$ cat src/rtl/wm8731_spi_init_seq.sv
// wm8731_spi_init_seq: power-up register sequencer for the WM8731 3-wire control port.
// Walks an external combinational register ROM (addresses 0..NUM_REGS-1). Each
// 16-bit {reg addr, value} word is shifted out MSB-first on SDIN/SCLK and latched
// in the codec by the CSB rising edge.
// Build option: define WM8731_POST_RESET_WAIT_EN to pause POST_RESET_CYCLES clocks
// after word 0 (the codec reset write) before the rest of the table is sent.
module wm8731_spi_init_seq #(
    parameter int CLK_DIV           = 4,
    parameter int NUM_REGS          = 11,
    parameter int POST_RESET_CYCLES = 1024
) (
    input  logic        clk,
    input  logic        rst_n,
    input  logic        start,
    output logic [7:0]  rom_addr,
    input  logic [15:0] rom_data,
    output logic        spi_csb,
    output logic        spi_sclk,
    output logic        spi_sdin,
    output logic        busy,
    output logic        done
);

    // One SCLK period spans 2*CLK_DIV clocks; the same counter times LATCH and GAP.
    localparam int               DIV_W     = $clog2(2 * CLK_DIV);
    localparam logic [DIV_W-1:0] HALF      = DIV_W'(CLK_DIV);
    localparam logic [DIV_W-1:0] HALF_LAST = DIV_W'(CLK_DIV - 1);
    localparam logic [DIV_W-1:0] BIT_LAST  = DIV_W'(2 * CLK_DIV - 1);
    localparam logic [7:0]       LAST_ADDR = 8'(NUM_REGS - 1);

`ifdef WM8731_POST_RESET_WAIT_EN
    localparam int                WAIT_W    = $clog2(POST_RESET_CYCLES + 1);
    localparam logic [WAIT_W-1:0] WAIT_LAST = WAIT_W'(POST_RESET_CYCLES - 1);

    typedef enum logic [2:0] {
        S_IDLE,
        S_LOAD,
        S_SHIFT,
        S_LATCH,
        S_GAP,
        S_RWAIT,
        S_DONE
    } state_t;
`else
    typedef enum logic [2:0] {
        S_IDLE,
        S_LOAD,
        S_SHIFT,
        S_LATCH,
        S_GAP,
        S_DONE
    } state_t;
`endif

    state_t           state_q, state_d;
    logic [7:0]       rom_addr_q, rom_addr_d;
    logic [15:0]      sreg_q, sreg_d;
    logic [DIV_W-1:0] div_q, div_d;
    logic [4:0]       bit_q, bit_d;
`ifdef WM8731_POST_RESET_WAIT_EN
    logic [WAIT_W-1:0] wait_q, wait_d;
`endif

    // State and datapath registers; async reset returns everything to an idle bus.
    always_ff @(posedge clk or negedge rst_n) begin
        if (!rst_n) begin
            state_q    <= S_IDLE;
            rom_addr_q <= '0;
            sreg_q     <= '0;
            div_q      <= '0;
            bit_q      <= '0;
`ifdef WM8731_POST_RESET_WAIT_EN
            wait_q     <= '0;
`endif
        end else begin
            state_q    <= state_d;
            rom_addr_q <= rom_addr_d;
            sreg_q     <= sreg_d;
            div_q      <= div_d;
            bit_q      <= bit_d;
`ifdef WM8731_POST_RESET_WAIT_EN
            wait_q     <= wait_d;
`endif
        end
    end

    // Next-state, counter updates and the SPI pin levels for each state.
    always_comb begin
        state_d    = state_q;
        rom_addr_d = rom_addr_q;
        sreg_d     = sreg_q;
        div_d      = div_q;
        bit_d      = bit_q;
`ifdef WM8731_POST_RESET_WAIT_EN
        wait_d     = wait_q;
`endif
        spi_csb    = 1'b1;
        spi_sclk   = 1'b0;
        spi_sdin   = 1'b0;

        case (state_q)
            S_IDLE, S_DONE: begin
                if (start) begin
                    state_d    = S_LOAD;
                    rom_addr_d = '0;
                end
            end

            S_LOAD: begin
                spi_csb = 1'b0;
                sreg_d  = rom_data;
                div_d   = '0;
                bit_d   = '0;
                state_d = S_SHIFT;
            end

            S_SHIFT: begin
                spi_csb  = 1'b0;
                spi_sclk = (div_q >= HALF);
                spi_sdin = sreg_q[15];
                if (div_q == BIT_LAST) begin
                    // SCLK falling edge: present the next bit
                    div_d  = '0;
                    sreg_d = {sreg_q[14:0], 1'b0};
                    bit_d  = bit_q + 5'd1;
                    if (bit_q == 5'd15) begin
                        state_d = S_LATCH;
                    end
                end else begin
                    div_d = div_q + 1'b1;
                end
            end

            S_LATCH: begin
                spi_csb = 1'b0;
                if (div_q == HALF_LAST) begin
                    div_d   = '0;
                    state_d = S_GAP;
                end else begin
                    div_d = div_q + 1'b1;
                end
            end

            S_GAP: begin
                if (div_q == HALF_LAST) begin
                    div_d = '0;
                    if (rom_addr_q == LAST_ADDR) begin
                        state_d = S_DONE;
`ifdef WM8731_POST_RESET_WAIT_EN
                    end else if (rom_addr_q == 8'd0) begin
                        // give the codec time to recover from its reset write
                        wait_d  = '0;
                        state_d = S_RWAIT;
`endif
                    end else begin
                        rom_addr_d = rom_addr_q + 8'd1;
                        state_d    = S_LOAD;
                    end
                end else begin
                    div_d = div_q + 1'b1;
                end
            end

`ifdef WM8731_POST_RESET_WAIT_EN
            S_RWAIT: begin
                if (wait_q == WAIT_LAST) begin
                    rom_addr_d = 8'd1;
                    state_d    = S_LOAD;
                end else begin
                    wait_d = wait_q + 1'b1;
                end
            end
`endif

            default: begin
                state_d = S_IDLE;
            end
        endcase
    end

    assign rom_addr = rom_addr_q;
    assign busy     = (state_q != S_IDLE) && (state_q != S_DONE);
    assign done     = (state_q == S_DONE);

endmodule

$ cat config.mk
export PLATFORM = sky130hd
export DESIGN_NAME = wm8731_spi_init_seq
export DESIGN_NICKNAME = d
export VERILOG_FILES = /design/src/rtl/wm8731_spi_init_seq.sv
export SDC_FILE = /design/constraint.sdc
export NUM_CORES = 1
export LEC_CHECK = 0
export ABC_AREA = 0
export BUFFER_PORTS_ARGS = -buffer_cell sky130_fd_sc_hd__clkbuf_2
export CAP_MARGIN = 20
export CORE_UTILIZATION = 50
export DETAILED_ROUTE_END_ITERATION = 10
export GPL_ROUTABILITY_DRIVEN = 1
export PLACE_DENSITY = 0.82
export SYNTH_ARGS = -nofsm -noshare
export SYNTH_HDL_FRONTEND = slang
export SYNTH_SLANG_ARGS = --single-unit
$ cat constraint.sdc
create_clock -name clk -period 2.3 [get_ports clk]
set_input_delay 0.345 -clock clk [delete_from_list [all_inputs] [get_ports clk]]
set_output_delay 0.345 -clock clk [all_outputs]
set_load 0.02 [all_outputs]
### Yosys cells after proc, flatten, opt, wreduce, memory -nomap -nowiden

Cells that the tools add are included.

* bits in registers: 35
* input bits: 19
* output and inout bits: 13
* word-level logic and storage cells: 58

* add/sub/neg operators: 3
* magnitude comparators: 1
* equality and inequality tests: 16
* mux-type cells: 21
* reduce and logical (&&, ||, !) cells: 12

Operator list (number)
* case mux 16 bit (2 select lines): 1
* 2-to-1 mux 3 bit: 8
* 2-to-1 mux 8 bit: 3
* 2-to-1 mux 16 bit: 1
* case mux 8 bit (2 select lines): 1
* case mux 3 bit (5 select lines): 1
* != test 2 bit (second input constant): 6
* case mux 5 bit (2 select lines): 1
* == test 3 x 2 -> 1 bit (second input constant): 3
* == test 3 bit (second input constant): 3
* case mux 3 bit (3 select lines): 1
* adder 8 x 1 -> 8 bit (second input constant): 1
* == test 8 x 4 -> 1 bit (second input constant): 1
* nonzero test 3 bit: 2
* adder 5 x 1 -> 5 bit (second input constant): 1
* == test 5 x 4 -> 1 bit (second input constant): 1
* 2-to-1 mux 5 bit: 1
* AND reduction 5 bit: 1
* AND reduction 4 bit: 1
* nonzero test 2 bit: 2
* OR reduction 2 bit: 2
* adder 3 x 1 -> 3 bit (second input constant): 1
* == test 3 x 1 -> 1 bit (second input constant): 1
* greater-or-equal comparator 3 bit (second input constant): 1
* other kinds (6): 8

### Logic depth before layout (Yosys ltp)

Gate-level depths: netlist (run 1).

* depth in word-level cells: 4
* gate-level depth with buffers: 8
* gate-level depth less buffers: 7

### Worst setup path before layout (run 1)

OpenSTA, ideal clock, no wires.

* path kind: register to register
* from: register div_q[0]
* to: register rom_addr_q[1] (netlist: rom_addr[1])
* library setup time: 0.128 ns
* arrival time: 1.834 ns
* data required time: 2.172 ns
* slack: 0.338 ns
* stages on the path, launching flop included: 8
* buffers on the path: 1
* clock period less this slack: 1.962 ns
* path through: dfrtp_1 > ha_1 > ha_1 > buf_2 > mux2i_1 > a211o_1 > a21oi_2 > mux2_1

* word-level cells in the longest chain between the ends: 3

RTL lines
* start, declared: line 58 `logic [DIV_W-1:0] div_q, div_d;`
* start signal, assigned: line 79 `div_q <= div_d;`
* == test 3 x 2 -> 1 bit: line 145 `if (div_q == HALF_LAST) begin`
* != test 2 bit (no source line)
* AND reduction 4 bit (no source line)
* end signal, assigned: line 77 `rom_addr_q <= rom_addr_d;`
* end, declared: line 56 `logic [7:0] rom_addr_q, rom_addr_d;`

Every way passes these cells.
A chain may end at the register's enable or synchronous reset.

### Worst setup path in the final report (run 1)

* from: register state_q[1]
* to: output spi_sdin

* word-level cells in the longest chain between the ends: 2

RTL lines
* start, declared: line 55 `state_t state_q, state_d;`
* start signal, assigned: line 76 `state_q <= state_d;`
* == test 3 x 2 -> 1 bit: line 101 `case (state_q)`
* 2-to-1 mux 1 bit: line 101
* end, declared: line 19 `output logic spi_sdin,`

Every way passes these cells.

==> results.py, run 1 <==
metrics = {
    "outcome": {
        "status": "completed",
    },
    "sta": {
        "max_slew.worst_pin.slew_ns": 0.875,
        "hold_viol_final": 0,
        "max-slew-margin-rel": 0.417,
        "setup_viol": 0,
        "fin_crit_ns": 2.03,
        "max_freq_ghz": 0.494,
        "tns_ns": 0,
        "rsz0062_at_grt": "no",
        "period_share": 0.881,
        "slew_viol_final": 0,
        "skew_ns": 0.00635,
    },
    "yosys": {
        "ys_ff_latch": 35,
        "synth_area_leaders": "dfrtp_1 43%, mux2i_1 9.8%, a21oi_1 6.1%, ha_1 4.9%, nor2_1 3.9%",
        "synthesis.area_um2": 2040,
        "ys_types": 41,
        "post_synth.cell_area_avg_um2": 9.50,
        "yosysTopAreaCell": "dfrtp_1",
        "synth_fp_nets": 242,
        "yosysSeqAreaShare": 0.429,
        "yosysTopAreaCellShare": 0.429,
        "async_flop_share": 1.00,
        "synthCells": 215,
        "yosysWarnings": 0,
        "synth_edf_count": 0,
        "synth_ff_type": "dfrtp_1",
    },
    "detailed_routing": {
        "vias": 1686,
        "vias_per_cell": 5.72,
        "postRouteAntennaNets": 0,
        "dr.pass1.iters": 4,
        "post_drt_wl_per_cell_um": 14.4,
        "initialDrtViolationCount": 138,
        "routed_wl_um": 4240,
        "drcViolationCount": 0,
    },
    "global_routing": {
        "grt_first_pass_wirelength_um": 7600,
        "grt_util_all_layers": 0.231,
        "antenna_found_initial": 0,
        "grt_max_degree": 36,
        "grt_overflow": 0,
        "grt_pass1_vias": 1641,
    },
    "final_layout": {
        "final_nets": 273,
        "multi_input_area_um2": 1060,
        "drive_above_1_share": 0.215,
        "n_antenna_cell": 0,
        "final_cell_mix": "35 x dfrtp_1, 31 x clkbuf_2, 24 x a21oi_1",
        "regArea_um2": 876,
        "area_growth_pct": 14.6,
        "layout.cells.non_filler": 295,
        "fill_cells": 325,
        "final_common_cell": "dfrtp_1",
    },
    "cts": {
        "clk_pin_slew_ns": 0.07,
        "post_cts_buffers": 0,
        "clock_sinks": 35,
        "htreeDepth": 2,
        "hold_buffers": 0,
        "cts_buffers": 5,
        "clk-insertion-delay-late_ns": 0.29,
        "cts_tree": "built",
        "cts-resized-gates": 0,
        "cts_root_buffer": "clkbuf_8",
        "max-clock-path-buffers": 2,
    },
    "hold_path": {
        "min-delay-path-class": "primary input to asynchronous set/reset pin",
    },
    "die": {
        "die_w_um": 65.9,
        "core_area_um2": 3800,
        "dieArea_um2": 4340,
        "initial_utilization": 0.538,
        "num_io_pins": 32,
        "die-height_um": 65.9,
        "num_rows": 22,
    },
    "critical_path": {
        "critPathMaxFanout": 15,
        "start_kind": "register",
        "worstSetupPathType": "register to output pin",
        "cp_data_arrival_time_ns": 1.68,
        "required_ns": 1.96,
        "crit_path_end_kind": "output pin",
    },
    "place": {
        "gp_congestion": 0.866,
        "place_inst": 287,
        "hpwl_um": 2940,
        "io_buffers": 31,
    },
    "pwr": {
        "p_per_area_nw_per_um2": 495,
        "vdd_drop_max_uv": 473,
        "leakage_nw": 1.13,
    },
    "run": {
        "cap_violations": 0,
    },
}
power by group:
part	switching, W	internal [W]
sequential	0.00000416	0.000623
clock	0.000213	0.000273
combinational	0.0000245	0.0000190
total	0.000242	0.000916
sequential cells by signal (all words and copies together) (netlist names):
name      count
sreg_q       16
rom_addr      8
bit_q         5
div_q         3
state_q       3
synthesized netlist by cell type (2+ instances only):
master	count
dfrtp_1	35
a21oi_1	25
nor2_1	21
mux2i_1	20
nand2_1	13
o21ai_0	10
and3_1	9
inv_1	9
buf_2	8
ha_1	8
a31oi_1	5
o31ai_1	5
clkbuf_1	4
nand2b_1	4
nor3_1	4
a22o_1	3
nand3_1	3
nor2b_1	3
a21boi_0	2
a41oi_1	2
o21a_1	2
worst paths after layout:
check	from	end	slack (ns)	cells past startpoint
worst max-delay path	state_q[1]$_DFFE_PN0P_	spi_sdin	0.27	3
worst min-delay path	rst_n	state_q[1]$_DFFE_PN0P_	0.16	1
worst max register to register	div_q[0]$_DFFE_PN0P_	rom_addr[6]$_DFFE_PN0P_	0.34	7
worst min register to register	sreg_q[8]$_DFFE_PN0P_	sreg_q[8]$_DFFE_PN0P_	0.53	2
max in group asynchronous	rst_n	sreg_q[7]$_DFFE_PN0P_	1.59	1
min in group clk	rom_data[0]	sreg_q[0]$_DFFE_PN0P_	0.35	3
per-layer routing:
metal / routed length [um] / track usage / vias up
met5: 0 / 0 / -
met4: 93 / 0.111 / 0
met3: 182 / 0.0500 / 13
met2: 2020 / 0.349 / 47
met1: 1950 / 0.313 / 793
li1: - / - / 833
layout make-up:
cell class,instances,area share
flip-flops and latches,35,0.374
clock buffers,8,0.0428
multi-input cells,157,0.454
inverters,9,0.0144
well taps,48,0.0257
repair buffers,38,0.0888
worst max-delay path, cell delays in order (launching register included):
cell and delay, ns:
dfrtp_1 0.65, nor2b_1 0.37, and3_1 0.21, clkbuf_2 0.16
per-stage QoR:
step / area (um2) / utilization / hold WS [ns] / worst slack [ns] / power [W]
finish: 2340 / 0.616 / 0.164 / 0.274 / 0.00116
global route: 2340 / 0.616 / 0.232 / 0.191 / 0.00120
CTS: 2340 / 0.616 / 0.192 / 0.289 / 0.00116
detailed placement: 2240 / 0.590 / 0.500 / 0.418 / 0.000684
global placement: 2240 / 0.590 / 0.492 / 0.426 / 0.000683
floorplan: 2040 / - / 0.0494 / 0.338 / 0.000652
cells by family (layout without fill, tap and decap cells):
family / count (synthesis) / in the layout / share of synthesized area
flops: 35 / 35 / 0.429
compound gates: 64 / 64 / 0.205
buf+inv: 23 / 55 / 0.0527
simple gates: 63 / 63 / 0.156
fa+ha+maj: 8 / 8 / 0.0490
mux: 22 / 22 / 0.109
Note: power is estimated with default switching activity, not from simulation.
==> inputs of run 2 (changes only) <==
--- a/config.mk
+++ b/config.mk
@@ -7,7 +7,8 @@
 export LEC_CHECK = 0
 export ABC_AREA = 0
 export BUFFER_PORTS_ARGS = -buffer_cell sky130_fd_sc_hd__clkbuf_2
-export CAP_MARGIN = 20
+export CAP_MARGIN = 0
+export CORE_ASPECT_RATIO = 0.8
 export CORE_UTILIZATION = 50
 export DETAILED_ROUTE_END_ITERATION = 10
 export GPL_ROUTABILITY_DRIVEN = 1
==> run 2 against run 1 <==
Clock-buffer cell count down 2. Critical path type is now register to register. Core utilization about the same. Fmax up 5.0%. First-iteration DRC count down 9.4%. Sequential cell count unchanged. Highest routed layer unchanged. Hold slack worse by 0.0098 ns. Register-to-register slack better by 0.03 ns. Clock skew down 0.0010 ns.
==> results.py, run 2 (synthesis results as in run 1) <==
metrics = {
    "outcome": {
        "status": "completed",
    },
    "sta": {
        "fin_crit_ns": 1.93,
        "max_freq_ghz": 0.518,
        "skew_ns": 0.00534,
        "period_share": 0.839,
        "tns_ns": 0,
        "setup_viol": 0,
        "hold_viol_final": 0,
        "rsz0062_at_grt": "no",
        "max_slew.worst_pin.slew_ns": 0.871,
        "max-slew-margin-rel": 0.419,
        "slew_viol_final": 0,
    },
    "final_layout": {
        "drive_above_1_share": 0.222,
        "n_antenna_cell": 0,
        "top_register": "sreg_q",
        "largest_reg_flops": 16,
        "final_cell_mix": "35 x dfrtp_1, 31 x clkbuf_2, 24 x a21oi_1",
        "final_common_cell": "dfrtp_1",
        "area_growth_pct": 16.2,
        "regArea_um2": 876,
        "final_nets": 274,
        "multi_input_area_um2": 1060,
        "fill_cells": 342,
        "finalCoreUtilization": 0.616,
    },
    "die": {
        "initial_utilization": 0.530,
        "die_w_um": 73.5,
        "core_area_um2": 3850,
        "dieArea_um2": 4350,
        "die-height_um": 59.2,
        "num_rows": 20,
        "num_io_pins": 32,
    },
    "global_routing": {
        "grt_first_pass_wirelength_um": 7300,
        "antenna_found_initial": 0,
        "grt_util_all_layers": 0.226,
        "grt_pass1_vias": 1615,
        "grt_max_degree": 36,
        "grt_overflow": 0,
    },
    "detailed_routing": {
        "initialDrtViolationCount": 125,
        "routed_wl_um": 4440,
        "met2_length_um": 1980,
        "vias_per_cell": 5.70,
        "wl_met3_um": 265,
        "vias": 1726,
        "highest_layer": "met4",
        "drcViolationCount": 0,
        "dr.pass1.iters": 4,
        "postRouteAntennaNets": 0,
        "post_drt_wl_per_cell_um": 14.6,
        "drt-met1-wl_um": 2100,
    },
    "place": {
        "gp_congestion": 0.828,
        "io_buffers": 31,
        "hpwl_um": 3080,
    },
    "cts": {
        "htreeDepth": 2,
        "post_cts_buffers": 0,
        "hold_buffers": 0,
        "clock_sinks": 35,
        "clk_pin_slew_ns": 0.07,
        "cts_tree": "built",
        "max-clock-path-buffers": 2,
        "clk-insertion-delay-late_ns": 0.29,
        "cts_buffers": 5,
        "cts_root_buffer": "clkbuf_8",
        "cts-resized-gates": 0,
    },
    "critical_path": {
        "required_ns": 2.51,
        "start_kind": "register",
        "critPathMaxFanout": 33,
        "worstSetupPathType": "register to register",
        "cp_data_arrival_time_ns": 2.14,
        "crit_path_end_kind": "register",
    },
    "hold_path": {
        "min-delay-path-class": "primary input to asynchronous set/reset pin",
    },
    "pwr": {
        "vdd_drop_max_uv": 382,
        "leakage_nw": 1.15,
        "p_per_area_nw_per_um2": 525,
    },
    "run": {
        "cap_violations": 0,
    },
}
[run 2: cell count changes in the layout (fill, tap and decap cells not counted)]
cell / previous run / this run
bufinv_16: 0 / 1
clkinv_2: 0 / 1
clkbuf_1: 1 / 0
buf_4: 7 / 8
clkbuf_8: 7 / 6
[run 2: through the flow]
step	std cells	worst slack, ns	area (um2)	hold WS (ns)	total power, W
global placement	295	0.515	2260	0.495	0.000683
CTS	303	0.390	2370	0.202	0.00125
floorplan	215	0.338	2040	0.0494	0.000652
detailed placement	295	0.408	2260	0.500	0.000684
global route	303	0.213	2370	0.222	0.00129
finish	303	0.371	2370	0.155	0.00125
[run 2: final cells by class]
| class | instances | area share |
|---|---|---|
| multi-input combinational | 157 | 0.448 |
| sequential | 35 | 0.369 |
| timing repair buffer | 39 | 0.0907 |
| clock buffer | 6 | 0.0348 |
| tap | 55 | 0.0290 |
| clock inverter | 2 | 0.0148 |
| inverter | 9 | 0.0142 |
[run 2: final timing paths]
kind,start,endpoint,slack (ns),depth (start not counted)
hold reg to reg,bit_q[0]$_DFFE_PN0P_,bit_q[0]$_DFFE_PN0P_,0.51,1
min in group clk,rom_data[7],sreg_q[7]$_DFFE_PN0P_,0.34,3
setup reg to reg,div_q[0]$_DFFE_PN0P_,sreg_q[6]$_DFFE_PN0P_,0.37,7
hold / removal,rst_n,rom_addr[0]$_DFFE_PN0P_,0.15,1
setup / recovery,div_q[0]$_DFFE_PN0P_,sreg_q[6]$_DFFE_PN0P_,0.37,7
max in group asynchronous,rst_n,rom_addr[4]$_DFFE_PN0P_,1.59,1
[run 2: layer usage]
layer | vias to the layer above | global-route usage
li1 | 840 | -
met1 | 807 | 0.310
met2 | 63 | 0.325
met3 | 16 | 0.0748
met4 | 0 | 0.104
met5 | - | 0
[run 2: power breakdown]
part / internal [W] / switching (W) / total (W)
registers: 0.000623 / 0.00000441 / 0.000628
clock network: 0.000351 / 0.000224 / 0.000574
logic: 0.0000190 / 0.0000245 / 0.0000435
total: 0.000993 / 0.000252 / 0.00125
[run 2: worst max-delay path, cell delays in order (launching register included)]
cell	delay [ns]
dfrtp_1	0.43
ha_1	0.23
ha_1	0.37
nand3b_1	0.14
a21oi_2	0.14
buf_4	0.31
nor2_1	0.08
a21oi_1	0.14
